==> src/rtl/sme_sbox_seq.sv <==
// Sequencer for the masked S-box middle layer: gates each operation on a fresh
// randomness word, runs the layer for LAT cycles, hands back the result, then flushes.
module sme_sbox_seq #(
   parameter  int SMAX      = 2,
   parameter  int AND_GATES = 34,
   parameter  int LAT       = 2,
   localparam int RW        = AND_GATES*SMAX*(SMAX-1)/2 - 1
) (
   input  logic          g_clk,
   input  logic          g_resetn,
   input  logic          req_valid,
   output logic          req_ready,
   input  logic          rng_valid,
   input  logic [RW:0]   rng_in,
   output logic          rng_ready,
   input  logic          flush_req,
   output logic          rsp_valid,
   input  logic          rsp_ready,
   output logic          mid_en,
   output logic          mid_flush,
   output logic [RW:0]   mid_rng,
   output logic          busy,
   output logic [15:0]   ops_done
);

   localparam logic [1:0] S_IDLE  = 2'd0;
   localparam logic [1:0] S_RUN   = 2'd1;
   localparam logic [1:0] S_DONE  = 2'd2;
   localparam logic [1:0] S_FLUSH = 2'd3;

   localparam logic [3:0] CNT_INIT = 4'(LAT - 1);

   logic [1:0]  r_state;
   logic [1:0]  w_nxt;
   logic [3:0]  r_cnt;
   logic [RW:0] r_mid_rng;
   logic [15:0] r_ops_done;
   logic        w_accept;
   logic        w_rsp_hs;

   assign req_ready = (r_state == S_IDLE) && rng_valid && !flush_req;
   assign w_accept  = req_valid && req_ready;
   assign rng_ready = w_accept;
   // A response completes even when an abort arrives in the same DONE cycle.
   assign w_rsp_hs  = (r_state == S_DONE) && rsp_ready;

   assign mid_en    = (r_state == S_RUN);
   assign rsp_valid = (r_state == S_DONE);
   assign mid_flush = (r_state == S_FLUSH);
   assign busy      = (r_state != S_IDLE);
   assign mid_rng   = r_mid_rng;
   assign ops_done  = r_ops_done;

   always_comb begin
      w_nxt = r_state;
      case (r_state)
         S_IDLE:  if (flush_req) w_nxt = S_FLUSH;
                  else if (w_accept) w_nxt = S_RUN;
         S_RUN:   if (flush_req) w_nxt = S_FLUSH;
                  else if (r_cnt == 4'd0) w_nxt = S_DONE;
         S_DONE:  if (flush_req || rsp_ready) w_nxt = S_FLUSH;
         S_FLUSH: if (!flush_req) w_nxt = S_IDLE;
         default: w_nxt = S_IDLE;
      endcase
   end

   always_ff @(posedge g_clk or negedge g_resetn) begin
      if (!g_resetn) begin
         r_state    <= S_IDLE;
         r_cnt      <= 4'd0;
         r_mid_rng  <= '0;
         r_ops_done <= 16'd0;
      end else begin
         r_state <= w_nxt;
         if (w_accept)
            r_cnt <= CNT_INIT;
         else if (r_state == S_RUN && r_cnt != 4'd0)
            r_cnt <= r_cnt - 4'd1;
         // Word is cleared on leaving FLUSH so no share mask survives into the next op.
         if (w_accept)
            r_mid_rng <= rng_in;
         else if (r_state == S_FLUSH && w_nxt == S_IDLE)
            r_mid_rng <= '0;
         if (w_rsp_hs)
            r_ops_done <= r_ops_done + 16'd1;
      end
   end

endmodule

==> config.mk <==
export PLATFORM = sky130hd
export DESIGN_NAME = sme_sbox_seq
export DESIGN_NICKNAME = d
export VERILOG_FILES = /design/src/rtl/sme_sbox_seq.sv
export SDC_FILE = /design/constraint.sdc
export NUM_CORES = 1
export LEC_CHECK = 0
export BUFFER_PORTS_ARGS = -buffer_cell sky130_fd_sc_hd__buf_2
export CORE_ASPECT_RATIO = 0.6
export CORE_MARGIN = 10
export CORE_UTILIZATION = 52
export DETAILED_ROUTE_END_ITERATION = 8
export HOLD_SLACK_MARGIN = 0.02
export PLACE_DENSITY = 0.85
export SETUP_SLACK_MARGIN = 0.3
export SLEW_MARGIN = 20
export SYNTH_ARGS = -nofsm -noshare
export SYNTH_HDL_FRONTEND = slang
export SYNTH_SLANG_ARGS = --single-unit
==> constraint.sdc <==
create_clock -name g_clk -period 4 [get_ports g_clk]
set_input_delay 0.2 -clock g_clk [delete_from_list [all_inputs] [get_ports g_clk]]
set_output_delay 0.2 -clock g_clk [all_outputs]
set_load 0.005 [all_outputs]
# After elaboration in Yosys (flattened, before gate mapping)
# Cells that the tools add are included.
[word_totals]
regBits = 56
latch_bits = 0
mem_bits_rw = 0
romBits = 0
out_inout_bits = 56
n_memories = 0
[classes]
n_addsub = 2
n_mul = 0
n_div = 0
order_cmp = 0
n_eq_ne = 3
shifts = 0
n_mux = 11
bitwise = 0
reduce_logical = 15
[op_table]
columns = ["cell", "n"]
rows = [
  ["34-bit 2-to-1 mux", 2],
  ["16-bit by 1-bit adder with 16-bit output, second input constant", 1],
  ["2-bit 2-to-1 mux", 6],
  ["4-bit 2-to-1 mux", 2],
  ["2-bit one-hot mux with 4 select lines", 1],
  ["1-bit logical AND", 6],
  ["2-bit nonzero test", 3],
  ["2-bit == test, second input constant", 2],
  ["2-bit zero test", 2],
  ["4-bit zero test", 1],
  ["4-bit nonzero test", 1],
  ["4-bit by 1-bit subtractor with 4-bit output, second input constant", 1],
  ["2-bit by 1-bit == test with 1-bit output, second input constant", 1],
  ["1-bit zero test", 1],
  ["1-bit logical OR", 1],
]

# Depth between registers and ports, before layout
[depth]
depth_word = 11
mapped_depth = 7

# Worst setup path before layout
# OpenSTA, ideal clock, no wires.
[synth_timing]
kind = "register -> register"
start = "reg r_cnt[0]"
end = "reg r_cnt[3]"
setup_time_ns = 0.122
t_arrival_ns = 1.390
setup_slack_ns = 2.488
stages_incl_launch_ff = 7
path_buffers = 0
path_cell_list = "dfrtp_1 > inv_1 > ha_1 > or3b_2 > nand3_1 > xor2_1 > nor2_1"
[synth_via]
elab_chain_len = 3
[synth_lines]
columns = ["item", "line_no", "text"]
rows = [
  ["start, declared", "35", "logic [3:0] r_cnt;"],
  ["start signal, assigned", "78", "r_cnt <= r_cnt - 4'd1;"],
  ["4-bit by 1-bit subtractor with 4-bit output / 4-bit nonzero test (equally long branches)", "78, 77", ""],
  ["4-bit 2-to-1 mux / 1-bit logical AND (equally long branches)", "77", "else if (r_state == S_RUN && r_cnt != 4'd0)"],
  ["4-bit 2-to-1 mux / 2-bit nonzero test (equally long branches)", "--", ""],
]
# Parallel ways exist; a longest one is shown, timed or not. The select of a mux whose other input is x is not followed.
# A chain may end at the register's enable or synchronous reset.

# Worst setup path in the final report
[layout_timing]
start = "reg r_state[1]"
end = "out rng_ready"
[layout_via]
elab_chain_len = 4
[layout_lines]
columns = ["item", "line_no", "text"]
rows = [
  ["start, declared", "33", "logic [1:0] r_state;"],
  ["start signal, assigned", "74", "r_state <= w_nxt;"],
  ["2-bit zero test", "41", "assign req_ready = (r_state == S_IDLE) && rng_valid && !flush_req;"],
  ["1-bit logical AND (2 in a row)", "41", ""],
  ["1-bit logical AND", "42", "assign w_accept = req_valid && req_ready;"],
  ["end, declared", "15", "output logic rng_ready,"],
]
# No other way between the ends.

==> summary.md <==
| Metric | Value |
|---|---|
| TritonRoute pass-1 iters | `4` |
| Fmax achieved | `383 MHz` |
| Syn Nets | `287` |
| Via density | `4.99` |
| Post CTS Setup Buffer Count | `0` |
| Final wirelength | `5.96 mm` |
| WL per Instance | `15.0 µm` |
| DIE WIDTH | `108 µm` |
| Fin nets | `377` |
| Max Cap Viol | `0` |
| Num rows | `19` |
| CP max stage delay | `0.66 ns` |
| Synth warn | `0` |
| Detailed placer's ending HPWL | `4.56 mm` |
| First DRT Iteration DRCs | `84` |
| Combinational power share | `0.185` |
| Switching part of the total | `0.285` |
| Endpoints failing setup | `0` |
| Period utilisation layout | `0.652` |
| H-Tree Depth | `2` |
| P per Cell Area | `431 nW/µm²` |
| Distinct cell type count of the synthesized netlist | `32` |
| FILL cells | `378` |
| Cts bufs inserted | `5` |
| Register area share after synthesis | `0.576` |
| ANT cells | `0` |
| Register Area | `1400 µm²` |
| Max-slew headroom | `0.539` |
| Cts repair resizes | `0` |
| RSZ-0062 raised after global routing | `no` |
| Critical Path AT | `2.41 ns` |
| Initial Util | `0.536` |
| Boundary pin count | `96` |
| Worst hold margin | `-0.000149 ns` |
| Slew Limit Fails | `0` |
| Buffers added on ports | `95` |
| Slowest CP cell | `inv_2` |
| Vias in the first global route | `2025` |
| Peak supply drop | `0.360 mV` |
| Final Hold Viols | `1` |
| Fin util | `0.667` |
| Reg power frac | `0.529` |
| Final min period | `2.61 ns` |
| Syn avg cell area | `9.98 µm²` |
| Startpoint Class | `flop` |
| First-pass GRT wire length | `10.0 mm` |
| DRT antenna net count | `0` |
| R2R depth | `5` |
| Pin count of the biggest net entering global routing | `57` |
| Antenna violations before repair | `0` |
| Int Pwr | `0.933 mW` |
| Critical path, cell by cell | `nor4b_4 > nand2_2 > inv_2 > buf_2` |
| Synthesized instance count | `244` |
| Static leakage | `1.79 nW` |
| DRC violations left | `0` |
| Worst Clk Skew | `0.00916 ns` |
| Slew at the pin closest to its max-slew limit | `0.692 ns` |
| Placeable Area | `4540 µm²` |
| Clk_lat worst skew | `0.31 ns` |
| Synth Register Bits | `56` |
| Clock Tree Root | `clkbuf_8` |
| Req. time, crit path | `3.80 ns` |
| Clock Power Share | `0.285` |
| Cts hold-fix bufs | `0` |
| CTS tree | `built` |
| Pwr Total | `1.31 mW` |
| CP max FO | `38` |
| Vert. Die Dim | `73.0 µm` |
| Final Wtd Congestion | `0.807` |
| Failing checks | `hold timing` |
| Fraction of layout cells with a size suffix above 1 | `0.340` |
| Crit. End Element | `output port` |
| Placed instance count | `390` |
| Fin cells | `398` |
| Class of the most critical setup path | `flop to output port` |
| Outcome | `finished with violations` |
| Via count | `1988` |
| Total die area | `7910 µm²` |
| Overall routing resource usage | `0.155` |
| Psw | `0.372 mW` |
| Most common cell after layout, fill and taps aside | `buf_2` |
| Hold Path Class | `input pin to async pin` |
| Setup_tns | `0 ns` |
| Mapped cell area | `2430 µm²` |
| Clock buffer depth | `2` |
| Multi-input gate area | `935 µm²` |
| Worst-path clk slew | `0.09 ns` |
| Sink Count | `56` |
| Overflow after GRT | `0` |
| Most frequent cells in the layout | `buf_2 (95), nand2_1 (74), dfrtp_1 (56)` |
| Layout area overhead | `24.4%` |
cells by family (layout without fill, tap and decap cells):
group	count (synthesis)	after routing	synth area share
muxes	1	1	0.00462
and+or+nand+nor	145	145	0.288
xor gates and xnor gates	17	17	0.0612
adders and majority gates	3	3	0.0154
DFF	56	56	0.576
AOI/OAI and AO/OA	4	4	0.0134
buffers and inverters	18	109	0.0416
through the flow:
stage | instance area (µm²) | setup slack, ns
5_1_grt | 3030 | 1.13
3_5_place_dp | 2920 | 1.72
4_1_cts | 3030 | 1.37
6_report | 3030 | 1.39
2_1_floorplan | 2430 | 2.49
3_3_place_gp | 2910 | 1.77
final timing paths:
check                        startpoint      endpoint  slack [ns]
max                          r_state[1]     rng_ready        1.39
min                            g_resetn   ops_done[5]     -0.0001
max reg2reg                  r_state[1]      r_cnt[1]        1.78
min reg2reg                ops_done[15]  ops_done[15]        0.49
max in group asynchronous      g_resetn   ops_done[7]        3.53
min in group g_clk           rng_in[33]   mid_rng[33]        0.07
layer usage:
metal  GRT usage  wire length [µm]  vias to the layer above
li1            -                 -                      975
met1       0.195              2640                      945
met2       0.253              2790                       65
met3      0.0573               501                        3
met4      0.0306                29                        0
met5           0                 0                        -
cell type report:
class / count / area share
Multi-Input combinational cell: 170 / 0.309
Inverter: 5 / 0.00620
Clock buffer: 6 / 0.0240
Tap cell: 63 / 0.0260
Sequential cell: 56 / 0.463
Clock inverter: 2 / 0.0128
Timing Repair Buffer: 96 / 0.160
critical path, delay by kind of cell (launching register included):
| family | cells | cell delay, ns |
|---|---|---|
| DFF | 1 | 0.45 |
| and+or+nand+nor | 2 | 0.75 |
| buffers and inverters | 2 | 0.89 |
power groups by stage:
stage	clock network [mW]	logic, mW	registers, mW
finish	0.373	0.242	0.691
detailed placement	0	0.248	0.701
CTS	0.381	0.248	0.691
global placement	0	0.238	0.695
floorplan	0	0.135	0.694
global route	0.403	0.285	0.702
registers in the layout (all words and copies together), names as in the netlist:
signal / cells
ops_done: 16
r_state: 2
r_cnt: 4
mid_rng: 34
synth_stat cells:
cell type,instances,area share
nand4_1,1,0.0026
inv_1,4,0.0062
mux2_2,1,0.0046
nand3b_1,1,0.0031
xor2_1,8,0.029
or3b_2,1,0.0036
or2_2,1,0.0026
nand2_1,74,0.11
nand3_1,41,0.084
nor4b_4,1,0.0098
xnor2_1,9,0.032
and2b_1,2,0.0062
nand4_4,1,0.0087
and2_1,2,0.0051
and4_1,1,0.0036
inv_2,1,0.0015
and4b_1,1,0.0041
nand2b_1,2,0.0051
o2bb2ai_1,1,0.0036
clkbuf_1,6,0.0092
buf_6,4,0.018
buf_2,3,0.0062
dfrtp_1,56,0.58
and3_1,4,0.010
nor3_1,1,0.0021
nor3_2,2,0.0082
nand2_2,1,0.0026
a311o_1,1,0.0041
ha_1,3,0.015
a21oi_2,1,0.0036
a21oi_1,1,0.0021
nor2_1,8,0.012
(Power assumes the default switching activity.)
